[config.mk]
export PLATFORM = sky130hd
export DESIGN_NAME = axi_burst_master
export DESIGN_NICKNAME = d
export VERILOG_FILES = /design/src/rtl/axi_burst_master.sv
export SDC_FILE = /design/constraint.sdc
export NUM_CORES = 1
export LEC_CHECK = 0
export CORE_ASPECT_RATIO = 1.25
export CORE_UTILIZATION = 44
export CTS_BUF_LIST = sky130_fd_sc_hd__clkbuf_8
export CTS_CLUSTER_DIAMETER = 150
export DETAILED_ROUTE_END_ITERATION = 12
export PLACE_DENSITY = 0.89
export SETUP_SLACK_MARGIN = 0.5
export SLEW_MARGIN = 15
export SYNTH_ARGS = -nofsm -noshare
export SYNTH_HDL_FRONTEND = slang
export SYNTH_SLANG_ARGS = --single-unit
export TNS_END_PERCENT = 20
[constraint.sdc]
create_clock -name aclk -period 4.8 [get_ports aclk]
set_clock_uncertainty 0.15 [all_clocks]
set_input_delay 0.72 -clock aclk [delete_from_list [all_inputs] [get_ports aclk]]
set_output_delay 0.72 -clock aclk [all_outputs]
set_load 0.1 [all_outputs]
[src/rtl/axi_burst_master.sv]
// Single-outstanding AXI3 INCR burst master: one command becomes one write or read burst.
// Optional watchdog built when AXI_MASTER_TIMEOUT_EN is defined.
module axi_burst_master #(
    parameter int unsigned ADDRESS_WIDTH  = 32,
    parameter int unsigned DATA_WIDTH     = 32,
    parameter int unsigned TIMEOUT_CYCLES = 64
) (
    input  logic                     aclk,
    input  logic                     arst,
    input  logic                     cmd_valid,
    output logic                     cmd_ready,
    input  logic                     cmd_write,
    input  logic [3:0]               cmd_id,
    input  logic [ADDRESS_WIDTH-1:0] cmd_addr,
    input  logic [3:0]               cmd_len,
    input  logic [2:0]               cmd_size,
    input  logic [31:0]              cmd_wdata,
    output logic                     awvalid,
    input  logic                     awready,
    output logic [3:0]               awid,
    output logic [ADDRESS_WIDTH-1:0] awaddr,
    output logic [3:0]               awlen,
    output logic [2:0]               awsize,
    output logic [1:0]               awburst,
    output logic                     wvalid,
    input  logic                     wready,
    output logic [3:0]               wid,
    output logic [31:0]              wdata,
    output logic [3:0]               wstrb,
    output logic                     wlast,
    input  logic                     bvalid,
    output logic                     bready,
    input  logic [3:0]               bid,
    input  logic [1:0]               bresp,
    output logic                     arvalid,
    input  logic                     arready,
    output logic [3:0]               arid,
    output logic [ADDRESS_WIDTH-1:0] araddr,
    output logic [3:0]               arlen,
    output logic [2:0]               arsize,
    output logic [1:0]               arburst,
    input  logic                     rvalid,
    output logic                     rready,
    input  logic [3:0]               rid,
    input  logic [31:0]              rdata,
    input  logic [1:0]               rresp,
    input  logic                     rlast,
    output logic                     rsp_valid,
    output logic [31:0]              rsp_data,
    output logic                     rsp_last,
    output logic                     done,
    output logic [1:0]               done_status
);

    typedef enum logic [2:0] {StIdle, StAw, StW, StB, StAr, StR} state_e;

    state_e                   state_q, state_d;
    logic                     init_q;
    logic [3:0]               id_q;
    logic [ADDRESS_WIDTH-1:0] addr_q;
    logic [3:0]               len_q;
    logic [2:0]               size_q;
    logic [31:0]              seed_q;
    logic [3:0]               beat_q;
    logic [1:0]               status_q;
    logic                     done_q;
    logic [1:0]               done_status_q;
    logic                     rsp_valid_q;
    logic [31:0]              rsp_data_q;
    logic                     rsp_last_q;

    logic       cmd_hs, aw_hs, w_hs, b_hs, ar_hs, r_hs;
    logic       timeout;
    logic [1:0] beat_lo;
    logic [1:0] r_worst, r_next;
    logic       unused_cfg;

    assign unused_cfg = (DATA_WIDTH != 32);

    assign cmd_ready = init_q && (state_q == StIdle) && !done_q;
    assign cmd_hs    = cmd_valid && cmd_ready;
    assign aw_hs     = awvalid && awready;
    assign w_hs      = wvalid && wready;
    assign b_hs      = bvalid && bready;
    assign ar_hs     = arvalid && arready;
    assign r_hs      = rvalid && rready;

    // Only the low two address bits of the current beat matter for byte lanes.
    assign beat_lo = addr_q[1:0] + (beat_q[1:0] << size_q[1:0]);

    assign awvalid = (state_q == StAw);
    assign awid    = awvalid ? id_q : '0;
    assign awaddr  = awvalid ? addr_q : '0;
    assign awlen   = awvalid ? len_q : '0;
    assign awsize  = awvalid ? size_q : '0;
    assign awburst = awvalid ? 2'b01 : 2'b00;

    assign arvalid = (state_q == StAr);
    assign arid    = arvalid ? id_q : '0;
    assign araddr  = arvalid ? addr_q : '0;
    assign arlen   = arvalid ? len_q : '0;
    assign arsize  = arvalid ? size_q : '0;
    assign arburst = arvalid ? 2'b01 : 2'b00;

    assign wvalid = (state_q == StW);
    assign wid    = wvalid ? id_q : '0;
    assign wdata  = wvalid ? (seed_q + {28'b0, beat_q}) : '0;
    assign wlast  = wvalid && (beat_q == len_q);

    always_comb begin
        wstrb = 4'b0000;
        if (wvalid) begin
            case (size_q)
                3'd0:    wstrb = 4'b0001 << beat_lo;
                3'd1:    wstrb = 4'b0011 << {beat_lo[1], 1'b0};
                default: wstrb = 4'b1111;
            endcase
        end
    end

    assign bready = (state_q == StB);
    assign rready = (state_q == StR);

    assign rsp_valid   = rsp_valid_q;
    assign rsp_data    = rsp_data_q;
    assign rsp_last    = rsp_valid_q && rsp_last_q;
    assign done        = done_q;
    assign done_status = done_q ? done_status_q : 2'b00;

    assign r_worst = (rresp > status_q) ? rresp : status_q;
    assign r_next  = ((rid != id_q) || (rlast && (beat_q != len_q))) ? 2'b10 : r_worst;

`ifdef AXI_MASTER_TIMEOUT_EN
    logic [31:0] wdog_q;
    logic        any_hs;

    assign any_hs  = aw_hs || w_hs || b_hs || ar_hs || r_hs;
    assign timeout = (state_q != StIdle) && !any_hs && (wdog_q == TIMEOUT_CYCLES - 1);

    always_ff @(posedge aclk or posedge arst) begin
        if (arst) begin
            wdog_q <= '0;
        end else if ((state_q == StIdle) || any_hs) begin
            wdog_q <= '0;
        end else begin
            wdog_q <= wdog_q + 32'd1;
        end
    end
`else
    logic unused_timeout;
    assign unused_timeout = (TIMEOUT_CYCLES == 0);
    assign timeout        = 1'b0;
`endif

    always_comb begin
        state_d = state_q;
        unique case (state_q)
            StIdle: if (cmd_hs && (cmd_size <= 3'd2)) state_d = cmd_write ? StAw : StAr;
            StAw:   if (aw_hs) state_d = StW;
            StW:    if (w_hs && wlast) state_d = StB;
            StB:    if (b_hs) state_d = StIdle;
            StAr:   if (ar_hs) state_d = StR;
            StR:    if (r_hs && rlast) state_d = StIdle;
            default: state_d = StIdle;
        endcase
        if (timeout) state_d = StIdle;
    end

    always_ff @(posedge aclk or posedge arst) begin
        if (arst) begin
            state_q       <= StIdle;
            init_q        <= 1'b0;
            id_q          <= '0;
            addr_q        <= '0;
            len_q         <= '0;
            size_q        <= '0;
            seed_q        <= '0;
            beat_q        <= '0;
            status_q      <= '0;
            done_q        <= 1'b0;
            done_status_q <= '0;
            rsp_valid_q   <= 1'b0;
            rsp_data_q    <= '0;
            rsp_last_q    <= 1'b0;
        end else begin
            state_q     <= state_d;
            init_q      <= 1'b1;
            done_q      <= 1'b0;
            rsp_valid_q <= 1'b0;
            if (cmd_hs) begin
                id_q     <= cmd_id;
                addr_q   <= cmd_addr;
                len_q    <= cmd_len;
                size_q   <= cmd_size;
                seed_q   <= cmd_wdata;
                beat_q   <= '0;
                status_q <= 2'b00;
                // Illegal size: no bus traffic, just report an error.
                if (cmd_size > 3'd2) begin
                    done_q        <= 1'b1;
                    done_status_q <= 2'b10;
                end
            end
            if (w_hs && !wlast) beat_q <= beat_q + 4'd1;
            if (b_hs) begin
                done_q        <= 1'b1;
                done_status_q <= (bid != id_q) ? 2'b10 : bresp;
            end
            if (r_hs) begin
                rsp_valid_q <= 1'b1;
                rsp_data_q  <= rdata;
                rsp_last_q  <= rlast;
                beat_q      <= beat_q + 4'd1;
                status_q    <= r_next;
                if (rlast) begin
                    done_q        <= 1'b1;
                    done_status_q <= r_next;
                end
            end
            if (timeout) begin
                done_q        <= 1'b1;
                done_status_q <= 2'b11;
            end
        end
    end

endmodule

# Word level (Yosys, flattened, before mapping)
# Index checks and enable logic that the tools add are counted.
# op_classes
mul	0
eq_ne	16
n_reduce_logical	23
muxes	42
shift	3
order_cmp	3
add_sub_neg	3
n_div	0
bitwise	0
# op_table
operator	count
two-way mux 32 bit	3
two-way mux 4 bit	9
adder 32 x 4 -> 32 bit	1
two-way mux 3 bit	9
two-way mux 2 bit	11
one-hot mux 3 bit (6 select lines)	1
logical AND 1 bit	15
!= test 2 x 1 -> 1 bit (second input constant)	6
!= test 4 bit	3
two-way mux 1 bit	8
one-hot mux 4 bit (2 select lines)	1
== test 3 x 1 -> 1 bit (second input constant)	2
== test 3 x 2 -> 1 bit (second input constant)	2
== test 3 bit (second input constant)	2
logical NOT 3 bit	2
AND reduction 6 bit	1
adder 4 x 1 -> 4 bit (second input constant)	1
== test 4 bit	1
left shift 1 x 2 -> 4 bit (first input constant)	1
left shift 2 x 2 -> 4 bit (first input constant)	1
> comparator 3 x 2 -> 1 bit (second input constant)	1
less-or-equal comparator 3 x 2 -> 1 bit (second input constant)	1
nonzero test 3 bit	1
adder 2 bit	1
5 further kinds	6
# totals
mem_bits_rw	0
latch_bits	0
in_bits	129
wordCells	104
rom_bits	0
n_memories	0
ff_bits	122
out_inout_bits	174

# Depth between registers and ports, before layout
# depth
ltp_word	8
depth_mapped	9
ltp_nobuf	7

# Least setup slack after synthesis
# Ideal clock, no wire load.
# synth_path
path_kind	register to output
startpoint	reg beat_q[0]
endpoint	out wdata[26]
arrival_ps	4910
path_slack_ps	-980
stages_incl_launch_ff	9
required_ps	3930
path_cell_list	dfrtp_1 ha_1 inv_1 fa_1 nand2b_1 a21o_1 clkbuf_1 clkbuf_1 o41ai_1
# synth_via
elab_chain_len	2
# synth_rtl
element	line	source
start, declared	64	logic [3:0] beat_q;
start signal, assigned	204	if (w_hs && !wlast) beat_q <= beat_q + 4'd1;
start signal, assigned	213	beat_q <= beat_q + 4'd1;
adder 32 x 4 -> 32 bit	107	assign wdata = wvalid ? (seed_q + {28'b0, beat_q}) : '0;
two-way mux 32 bit	107	
end, declared	28	output logic [31:0] wdata,
# Every way passes these cells.

# Worst setup path in the final report
# layout_path
startpoint	reg beat_q[0]
endpoint	out wdata[10]
# The elaborated chain is that of the path after synthesis.

==> flow_metrics.tcl <==
set metrics [dict create \
    status "finished clean" \
    viasPerCell 5.27 \
    ys_seq_area_share_pct 45.1 \
    drv_slew 0 \
    io_buffer_count 300 \
    clk_pin_slew_worst_paths_ns 0.08 \
    syn_area_sq_um 6760 \
    final_core_util_pct 66.9 \
    crit_fanout 19 \
    hold_path.class "flop to flop" \
    syn_inst 698 \
    dr_total_vias 6196 \
    cp-start-kind "flop" \
    hold_viol_final 0 \
    cts_tree "done" \
    max_slew_margin_pct 29.2 \
    syn_area_per_cell_sq_um 9.69 \
    htree_levels 4 \
    overflow 0 \
    cp.arrival_ns 3.17 \
    cp.required_ns 3.93 \
    drtPass1Iterations 6 \
    clk-insertion-delay-late_ns 0.43 \
    finalSetupViolations 0 \
    dieArea_sq_um 15900 \
    netlist_top_cells_area "dfrtp_1 45%, mux2_2 12%, and2_1 8.5%" \
    core_sq_um 15000 \
    cts.sinks 122 \
    die_y_um 141 \
    layout-drive-gt1-share_pct 26.5 \
    hold_ws_ns 0.331 \
    fin_crit_ns 4.04 \
    grt_pass1_vias 6176 \
    yosysUniqueCellTypes 58 \
    synth_top_cell_area_share_pct 45.1 \
    area_growth_pct 48.4 \
    max_freq_ghz 0.248 \
    yosysTopAreaCell "dfrtp_1" \
    regArea_sq_um 3050 \
    ctsResizeCount 0 \
    yosys_register_bits 122 \
    n_antenna_cell 0 \
    post-route-period-util_pct 84.1 \
    maxCapViolCount 0 \
    io_pins 303 \
    dp_hpwl_mm 14.8 \
    antenna_found_initial 0 \
    root_buffer "clkbuf_8" \
    dr.first_iter.drc_count 286 \
    grt_pass1_wl_mm 31.6 \
    multi_input_comb_area_sq_um 3500 \
    worstSetupPathType "flop to output port" \
    grt_start_max_net_pins 66 \
    start_util_pct 45.0 \
    synth_flop_cell "dfrtp_1" \
    cts_setup_buffers 0 \
    grt_use_total_pct 25.7 \
    wl_per_cell_um 17.1 \
    drt-total-wl_mm 20.1 \
    crit_path_end_kind "output port" \
    synth_edf_count 0 \
    ant_nets 0 \
    hold_buffers 0 \
    tightestPinTransition_ns 1.06 \
    rsz0062_at_grt "false" \
    synth-async-reset-ratio_pct 100 \
    route.detailed.drc 0 \
    yosys_warnings 0 \
    fin_tns_setup_ns 0 \
    fp-row-count 50 \
    layout.nets 1120 \
    fillCellCount 1182 \
    clk_path_buf_depth 2 \
    gp_congestion 0.835 \
    numCtsBuffers 17 \
    die_w_um 113 \
]
## critical path: stages, from the launching register on
cell and delay (ns):
dfrtp_2 0.44, ha_1 0.20, inv_1 0.06, fa_1 0.39, nand2b_1 0.21, a21o_2 0.35
or4b_2 0.64, a21oi_1 0.19, buf_6 0.25
## cell type report
class,count,area share [%]
flip-flops and latches,122,30.4
inverters,20,0.773
multi-input cells,512,34.8
clock buffers,18,2.47
repair buffers,308,27.5
well taps,182,2.27
clock inverters,14,1.72
## cell usage after synthesis, types with 2 or more instances
cell,n
nor2b_1,3
or2_2,7
ha_1,9
nor3b_1,2
a21oi_1,28
inv_1,19
clkbuf_1,33
a41oi_1,2
nand3_1,14
o31ai_1,12
and3_1,6
o22ai_1,2
o41ai_1,2
and4_1,5
xor2_1,6
o2111ai_1,2
conb_1,2
nand2b_1,3
mux2_2,75
buf_4,4
dfrtp_1,122
o21ai_0,9
nand4b_1,2
and2_1,92
o311ai_0,2
xnor2_1,13
or3b_2,2
nand4_1,7
o22a_1,2
nor4_1,4
o211ai_1,4
a211oi_1,2
nor2_1,15
or3_1,5
mux2i_1,12
or4_1,13
a21o_1,2
buf_1,6
nand2_1,125
nor3_1,5
## placed cells by master, fill, tap and decap left out, types with 5 or more instances in the layout
| master | instances |
|---|---|
| and3_1 | 6 |
| dfrtp_1 | 121 |
| or4_1 | 13 |
| o31ai_1 | 12 |
| mux2i_1 | 11 |
| ha_1 | 9 |
| nor3_1 | 5 |
| and2_1 | 92 |
| nand3_1 | 13 |
| nand2_1 | 125 |
| and4_1 | 5 |
| o21ai_0 | 9 |
| xor2_1 | 6 |
| inv_1 | 19 |
| mux2_2 | 75 |
| buf_4 | 133 |
| a21oi_1 | 28 |
| or2_2 | 7 |
| clkdlybuf4s50_1 | 173 |
| clkbuf_8 | 18 |
| xnor2_1 | 13 |
| nand4_1 | 7 |
| nor2_1 | 15 |
| or3_1 | 5 |
## cell families after synthesis
group / synth area share (%)
buffers and inverters: 3.96
flip-flops: 45.1
AND/OR/NAND/NOR: 24.5
other: 0.111
adder cells (fa/ha/maj): 1.96
AO/OA/AOI/OAI: 7.60
XOR/XNOR: 2.46
multiplexers: 14.3
## registers in the layout, indices dropped and copies added, names as in the netlist
name           count
status_q           2
size_q             3
init_q             1
beat_q             4
id_q               4
state_q            3
len_q              4
seed_q            32
rsp_last_q         1
done_status_q      2
done               1
rsp_data          32
rsp_valid          1
addr_q            32
## final timing paths
check	start	to	slack (ns)	depth (start not counted)
worst max-delay path	beat_q[0]$_DFFE_PP0P_	wdata[10]	0.76	8
worst min-delay path	rsp_data[24]$_DFFE_PP0N_	rsp_data[24]$_DFFE_PP0N_	0.33	2
worst max register to register	state_q[1]$_DFFE_PP0P_	size_q[0]$_DFFE_PP0P_	1.99	4
worst min register to register	rsp_data[24]$_DFFE_PP0N_	rsp_data[24]$_DFFE_PP0N_	0.33	2
max in group asynchronous	arst	size_q[2]$_DFFE_PP0P_	2.83	3
min in group asynchronous	arst	rsp_data[15]$_DFFE_PP0N_	0.65	2
## layer usage
metal	wire length [um]	global-route usage, %	up-vias
li1	-	-	2946
met1	8000	29.6	2970
met2	9960	44.1	238
met3	1490	7.82	42
met4	627	11.0	0
met5	0	0	-
## through the flow
stage	setup WS, ns	area, sq um	instances
floorplan	0.219	6800	699
global placement	1.08	9610	1144
detailed placement	1.00	9610	1144
CTS	0.529	10000	1176
global route	0.579	10000	1176
finish	0.763	10000	1176
Power is not shown: default switching activity piles up to over one toggle a cycle in this logic, so the estimate is an artifact.
